**src/rtl/io_addr_pkg.sv**
```systemverilog
// Shared IO address map, CTRL register bit layout and debounce default.
// Imported by the input controller and by the output-side IO memory.
package io_addr_pkg;

    localparam logic [31:0] ADDR_KEY    = 32'hF000_0010;
    localparam logic [31:0] ADDR_SW     = 32'hF000_0014;
    localparam logic [31:0] ADDR_KCTRL  = 32'hF000_0110;
    localparam logic [31:0] ADDR_SWCTRL = 32'hF000_0114;

    localparam int READY   = 0;
    localparam int OVERRUN = 2;
    localparam int IE      = 4;

    localparam int DEBOUNCE_CYCLES = 100000;

    localparam int NUM_KEYS     = 4;
    localparam int NUM_SWITCHES = 10;

    typedef struct packed {
        logic ie;
        logic overrun;
        logic ready;
    } ctrl_t;

    // Places the CTRL flags at their bus bit positions; unused bits read 0.
    function automatic logic [IE:0] ctrl_word(input ctrl_t c);
        logic [IE:0] w;
        w          = '0;
        w[READY]   = c.ready;
        w[OVERRUN] = c.overrun;
        w[IE]      = c.ie;
        return w;
    endfunction

endpackage

```
**src/rtl/input_debouncer.sv**
```systemverilog
// One-bit input conditioner: two-flop synchronizer followed by a debounce
// counter that only accepts a level held for DEBOUNCE_CYCLES cycles.
module input_debouncer #(
    parameter int DEBOUNCE_CYCLES = io_addr_pkg::DEBOUNCE_CYCLES
) (
    input  logic clk,
    input  logic reset_n,
    input  logic din,
    output logic stable,
    output logic changed
);

    localparam int CW = (DEBOUNCE_CYCLES > 1) ? $clog2(DEBOUNCE_CYCLES) : 1;
    localparam logic [CW-1:0] CNT_LAST = CW'(DEBOUNCE_CYCLES - 1);

    logic [1:0]    sync_reg;
    logic [CW-1:0] cnt_reg;
    logic [CW-1:0] cnt_next;
    logic          stable_reg;
    logic          stable_next;
    logic          changed_reg;
    logic          changed_next;

    // Any cycle where the synchronized level matches the accepted level
    // restarts the count, so short bounces leave nothing behind.
    always_comb begin
        cnt_next     = '0;
        stable_next  = stable_reg;
        changed_next = 1'b0;
        if (sync_reg[1] != stable_reg) begin
            if (cnt_reg == CNT_LAST) begin
                stable_next  = ~stable_reg;
                changed_next = 1'b1;
            end else begin
                cnt_next = cnt_reg + 1'b1;
            end
        end
    end

    always_ff @(posedge clk or negedge reset_n) begin
        if (!reset_n) begin
            sync_reg    <= '0;
            cnt_reg     <= '0;
            stable_reg  <= 1'b0;
            changed_reg <= 1'b0;
        end else begin
            sync_reg    <= {sync_reg[0], din};
            cnt_reg     <= cnt_next;
            stable_reg  <= stable_next;
            changed_reg <= changed_next;
        end
    end

    assign stable  = stable_reg;
    assign changed = changed_reg;

endmodule

```
**src/rtl/io_input_ctrl.sv**
```systemverilog
// Memory-mapped key/switch input controller: debounced inputs are latched into
// per-group data registers with sticky ready/overrun flags and read-to-clear.
module io_input_ctrl #(
    parameter int               DBITS           = 32,
    parameter int               DEBOUNCE_CYCLES = io_addr_pkg::DEBOUNCE_CYCLES,
    parameter logic [DBITS-1:0] ADDR_KEY        = DBITS'(io_addr_pkg::ADDR_KEY),
    parameter logic [DBITS-1:0] ADDR_SW         = DBITS'(io_addr_pkg::ADDR_SW),
    parameter logic [DBITS-1:0] ADDR_KCTRL      = DBITS'(io_addr_pkg::ADDR_KCTRL),
    parameter logic [DBITS-1:0] ADDR_SWCTRL     = DBITS'(io_addr_pkg::ADDR_SWCTRL)
) (
    input  logic             clk,
    input  logic             reset_n,
    input  logic [3:0]       keys,
    input  logic [9:0]       switches,
    input  logic [DBITS-1:0] addr,
    input  logic             rd_en,
    input  logic             wr_en,
    input  logic [DBITS-1:0] data_in,
    output logic [DBITS-1:0] data_out,
    output logic             irq
);

    import io_addr_pkg::ctrl_t;
    import io_addr_pkg::ctrl_word;
    import io_addr_pkg::READY;
    import io_addr_pkg::OVERRUN;
    import io_addr_pkg::IE;
    import io_addr_pkg::NUM_KEYS;
    import io_addr_pkg::NUM_SWITCHES;

    localparam int NIN     = NUM_KEYS + NUM_SWITCHES;
    localparam int NGRP    = 2;
    localparam int GRP_KEY = 0;
    localparam int GRP_SW  = 1;

    logic [NIN-1:0] raw_in;
    logic [NIN-1:0] stable_vec;
    logic [NIN-1:0] changed_vec;

    assign raw_in = {switches, keys};

    genvar gi;
    generate
        for (gi = 0; gi < NIN; gi++) begin : g_deb
            input_debouncer #(
                .DEBOUNCE_CYCLES(DEBOUNCE_CYCLES)
            ) u_deb (
                .clk    (clk),
                .reset_n(reset_n),
                .din    (raw_in[gi]),
                .stable (stable_vec[gi]),
                .changed(changed_vec[gi])
            );
        end
    endgenerate

    logic [NGRP-1:0]            grp_event;
    logic [NGRP-1:0][DBITS-1:0] grp_vector;
    logic [NGRP-1:0][DBITS-1:0] grp_daddr;
    logic [NGRP-1:0][DBITS-1:0] grp_caddr;
    logic [NGRP-1:0][DBITS-1:0] grp_data;
    ctrl_t [NGRP-1:0]           grp_ctrl;
    logic [NGRP-1:0]            grp_rd_clr;
    logic [NGRP-1:0]            grp_ctrl_wr;

    assign grp_event[GRP_KEY]  = |changed_vec[NUM_KEYS-1:0];
    assign grp_event[GRP_SW]   = |changed_vec[NIN-1:NUM_KEYS];
    assign grp_vector[GRP_KEY] = DBITS'(stable_vec[NUM_KEYS-1:0]);
    assign grp_vector[GRP_SW]  = DBITS'(stable_vec[NIN-1:NUM_KEYS]);
    assign grp_daddr[GRP_KEY]  = ADDR_KEY;
    assign grp_daddr[GRP_SW]   = ADDR_SW;
    assign grp_caddr[GRP_KEY]  = ADDR_KCTRL;
    assign grp_caddr[GRP_SW]   = ADDR_SWCTRL;

    generate
        for (gi = 0; gi < NGRP; gi++) begin : g_grp
            logic [DBITS-1:0] data_reg;
            ctrl_t            ctrl_reg;
            ctrl_t            ctrl_next;

            assign grp_rd_clr[gi]  = rd_en && (addr == grp_daddr[gi]);
            assign grp_ctrl_wr[gi] = wr_en && (addr == grp_caddr[gi]);

            // A store can only clear overrun; an event landing while ready is
            // still pending (and not being read away) sets it regardless.
            always_comb begin
                ctrl_next = ctrl_reg;
                if (grp_ctrl_wr[gi]) begin
                    ctrl_next.ie = data_in[IE];
                    if (!data_in[OVERRUN]) begin
                        ctrl_next.overrun = 1'b0;
                    end
                end
                if (grp_event[gi]) begin
                    ctrl_next.ready = 1'b1;
                    if (ctrl_reg.ready && !grp_rd_clr[gi]) begin
                        ctrl_next.overrun = 1'b1;
                    end
                end else if (grp_rd_clr[gi]) begin
                    ctrl_next.ready = 1'b0;
                end
            end

            always_ff @(posedge clk or negedge reset_n) begin
                if (!reset_n) begin
                    data_reg <= '0;
                    ctrl_reg <= '0;
                end else begin
                    ctrl_reg <= ctrl_next;
                    if (grp_event[gi]) begin
                        data_reg <= grp_vector[gi];
                    end
                end
            end

            assign grp_data[gi] = data_reg;
            assign grp_ctrl[gi] = ctrl_reg;
        end
    endgenerate

    logic [DBITS-1:0] rd_data;
    logic             irq_next;
    logic [DBITS-1:0] data_out_reg;
    logic             irq_reg;

    // Reads see pre-update register contents, so a read racing an event
    // returns the previous data.
    always_comb begin
        rd_data  = '0;
        irq_next = 1'b0;
        for (int g = 0; g < NGRP; g++) begin
            if (addr == grp_daddr[g]) begin
                rd_data = grp_data[g];
            end
            if (addr == grp_caddr[g]) begin
                rd_data = DBITS'(ctrl_word(grp_ctrl[g]));
            end
            irq_next = irq_next | (grp_ctrl[g].ready & grp_ctrl[g].ie);
        end
    end

    always_ff @(posedge clk or negedge reset_n) begin
        if (!reset_n) begin
            data_out_reg <= '0;
            irq_reg      <= 1'b0;
        end else begin
            data_out_reg <= rd_en ? rd_data : '0;
            irq_reg      <= irq_next;
        end
    end

    assign data_out = data_out_reg;
    assign irq      = irq_reg;

    // Only the ie and overrun bits of a store carry meaning.
    logic unused_data_bits;
    assign unused_data_bits = ^{data_in[DBITS-1:IE+1], data_in[IE-1:OVERRUN+1],
                                data_in[OVERRUN-1:READY]};

endmodule

```
**config.mk**
```make
export PLATFORM = sky130hd
export DESIGN_NAME = io_input_ctrl
export DESIGN_NICKNAME = d
export VERILOG_FILES = /design/src/rtl/io_addr_pkg.sv /design/src/rtl/input_debouncer.sv /design/src/rtl/io_input_ctrl.sv
export SDC_FILE = /design/constraint.sdc
export NUM_CORES = 1
export LEC_CHECK = 0
export ABC_AREA = 1
export CELL_PAD_IN_SITES_DETAIL_PLACEMENT = 1
export CELL_PAD_IN_SITES_GLOBAL_PLACEMENT = 2
export CORE_MARGIN = 8
export CORE_UTILIZATION = 39
export DETAILED_ROUTE_END_ITERATION = 8
export HOLD_SLACK_MARGIN = 0.05
export PLACE_DENSITY = 0.92
export SLEW_MARGIN = 20
export SYNTH_ARGS = -nofsm -noshare
export SYNTH_HDL_FRONTEND = slang
export SYNTH_SLANG_ARGS = --single-unit
```
**constraint.sdc**
```tcl
create_clock -name clk -period 4.9 [get_ports clk]
set_clock_uncertainty 0.2 [all_clocks]
set_input_delay 0.49 -clock clk [delete_from_list [all_inputs] [get_ports clk]]
set_output_delay 0.49 -clock clk [all_outputs]
set_load 0.03 [all_outputs]
```
==> flow_summary.ini <==
[status]
status = completed

[route]
antenna_left = 0
drt_iter0_markers = 640
wl_per_cell_um = 15.7
via_per_inst = 5.11
drc = 0
vias = 13500
drt_first_pass_iters = 4
drt_wl_total_mm = 41.4

[synth]
synth_cell_types = 50
synth_top_area_share_pct = 49.7
synth_flop_cell = dfrtp_1
syn_avg_cell_area_um2 = 8.32
synth_warnings = 0
seq_area_frac_synth_pct = 49.7
synth_edf_count = 0
synthArstFlopShare_pct = 100
yosysTopAreaCell = dfrtp_1
ys_ff_latch = 325
synth_area_um2 = 16400
synth.area.top_cells = dfrtp_1, nor2_1, nand2_1
netlist_instances = 1967

[power_and_ir_drop]
netSwitchingPower_mw = 1.34
powerDensity_nw_per_um2 = 326
leakage_nw = 8.29
power_frac_clock_pct = 51.6
p_int_mw = 4.86
switching_share_pct = 21.6
ir_drop_mv = 0.311
power_frac_comb_pct = 4.0
power_frac_seq_pct = 44.4

[timing]
fin_crit_sh_pct = 46.9
relSlewSlack_pct = 40.7
min_period_ns = 2.30
finalHoldViolations = 0
drv_slew = 0
rsz0062_at_grt = no
tightestPinTransition_ns = 0.883
setup_viol = 0
timing.fmax_mhz = 435
final.setup.tns_ns = 0

[worst_setup_path]
startpoint = data_out[8]
regToRegStartpoint = g_deb[9].u_deb.changed
cp_max_fo = 1
ff2ff_setup_slack_ns = 2.62
crit_buf_inv = 1
crit_chain = clkdlybuf4s50_1
worstRegToRegCells = 7
slowest_delay_ns = 0.73
critPathLaunchType = register
worstSetupEndpointType = output pin
critical_path_depth = 1
worstSetupPathType = reg -> out
cp.arrival_ns = 1.61
critical_path.top_delay_family = buffers and inverters
critPathRequiredTime_ns = 4.21
slowest_stage = clkdlybuf4s50_1
r2r_end = g_grp[1].data_reg[9]
cp-endpoint = data_out[8]

[clocking]
cts_resized = 0
clkTransAtPathRegs_ns = 0.06
clock_sinks = 325
clk_latency_ns = 0.55
root_buffer = clkbuf_16
clk_path_buf_depth = 3
htree_num_levels = 2
cts_tree = yes
numCtsBuffers = 38

[placement]
place_inst = 2562
hpwl_mm = 30.3
placed_area_um2 = 17600
globalplace.congestion = 0.825
portBuffers = 62

[global_routing]
antenna_found_initial = 0
grt_pass1_vias = 14700
grt-ovfl-total = 0
grt_usage_pct = 17.3
grt_first_pass_wirelength_mm = 72.2
grt_max_degree = 115

[worst_hold_path]
min-delay-path-class = reg -> reg

[cells_and_area]
largest_register_ffs = 238
drive_above_1_share_pct = 10.0
fin_cells = 2631
final_nets = 2160
most-common-layout-cells = nor2_1, dfrtp_1, nand2_1
area_delta_synth_final_pct = 16.2
antenna_cells = 0
finalInstanceArea_um2 = 19000
final_common_cell = nor2_1
fillers = 4950

[run]
drv_cap = 0

[die]
die_x_um = 221
dieArea_um2 = 48800
core_um2 = 41700
io_pins = 115
die_y_um = 221
rows = 75
initial_core_util_pct = 39.3
routing by layer:
layer,global-route usage [%],up-vias,wire [µm]
met5,0,-,0
met4,5.38,0,834
met3,2.71,55,1100
met2,30.0,125,20400
met1,21.9,6715,19000
li1,-,6562,-
synth_stat cells, types with 3 or more instances:
cell type,instances
nor3_4,6
buf_4,23
nor3b_1,18
o21a_1,3
nor2_1,353
inv_1,248
buf_2,4
o211a_1,4
nand3_1,94
a31o_2,8
nand3_2,6
and3_1,8
xor2_1,50
a31oi_1,3
o21ai_0,73
nor3b_2,11
nand4_2,3
nor3_2,9
o21ai_1,7
nand2_1,306
ha_1,14
a21oi_1,62
nand2_2,23
nand4_1,97
nor2_2,31
nor3_1,74
inv_2,21
xnor2_1,18
dfrtp_1,325
nor2_4,15
nor4_1,27
worst min path at each step:
stage | start | endpoint | slack, ns | depth (start not counted)
after detailed placement | g_deb[6].u_deb.sync_reg[0] | g_deb[6].u_deb.sync_reg[1] | 0.14 | 0
after global placement | g_deb[6].u_deb.sync_reg[0] | g_deb[6].u_deb.sync_reg[1] | 0.13 | 0
after global routing | g_deb[11].u_deb.sync_reg[0] | g_deb[11].u_deb.sync_reg[1] | 0.17 | 0
after floorplan | reset_n | data_out[0] | -0.006 | 0
after CTS | keys[2] | g_deb[2].u_deb.sync_reg[0] | 0.14 | 1
final | g_deb[6].u_deb.sync_reg[0] | g_deb[6].u_deb.sync_reg[1] | 0.15 | 0
power by group through the flow:
stage                     Sequential (mW)  Combinational (mW)  Clock [mW]
after floorplan                      2.79               0.127           0
after global placement               2.80               0.242           0
after detailed placement             2.80               0.250           0
after CTS                            2.75               0.253        3.30
after global routing                 2.76               0.281        3.40
final                                2.75               0.245        3.20
kinds of logic after synthesis:
kind of cell / share of synthesized area, %
simple gates: 32.4
flops: 49.7
buf+inv: 7.56
compound gates: 5.50
xor+xnor: 3.74
fa+ha+maj: 1.07
other cells: 0.0229
mux: 0.0688
per-stage QoR:
step	setup slack [ns]	hold WS [ns]	util, %	total power [mW]
3_5_place_dp	2.37	0.138	42.2	3.05
3_3_place_gp	2.41	0.135	42.2	3.04
5_1_grt	2.33	0.165	45.6	6.43
2_1_floorplan	3.22	-0.00559	-	2.92
6_report	2.60	0.149	45.6	6.20
4_1_cts	2.54	0.140	45.6	6.31
layout make-up:
| class | instances | area, µm² | share of cell area [%] |
|---|---|---|---|
| clock buffers | 54 | 1150 | 6.07 |
| repair buffers | 65 | 676 | 3.55 |
| clock inverters | 14 | 270 | 1.42 |
| well taps | 539 | 674 | 3.55 |
| inverters | 272 | 1030 | 5.41 |
| multi-input cells | 1362 | 7080 | 37.2 |
| flip-flops and latches | 325 | 8130 | 42.8 |
repair_timing:
item / in CTS / in global routing
setup buffers: 0 / 0
endpoints found under the hold margin: 100 / 0
hold buffers: 1 / 0
Power figures use the tool's default switching activity.
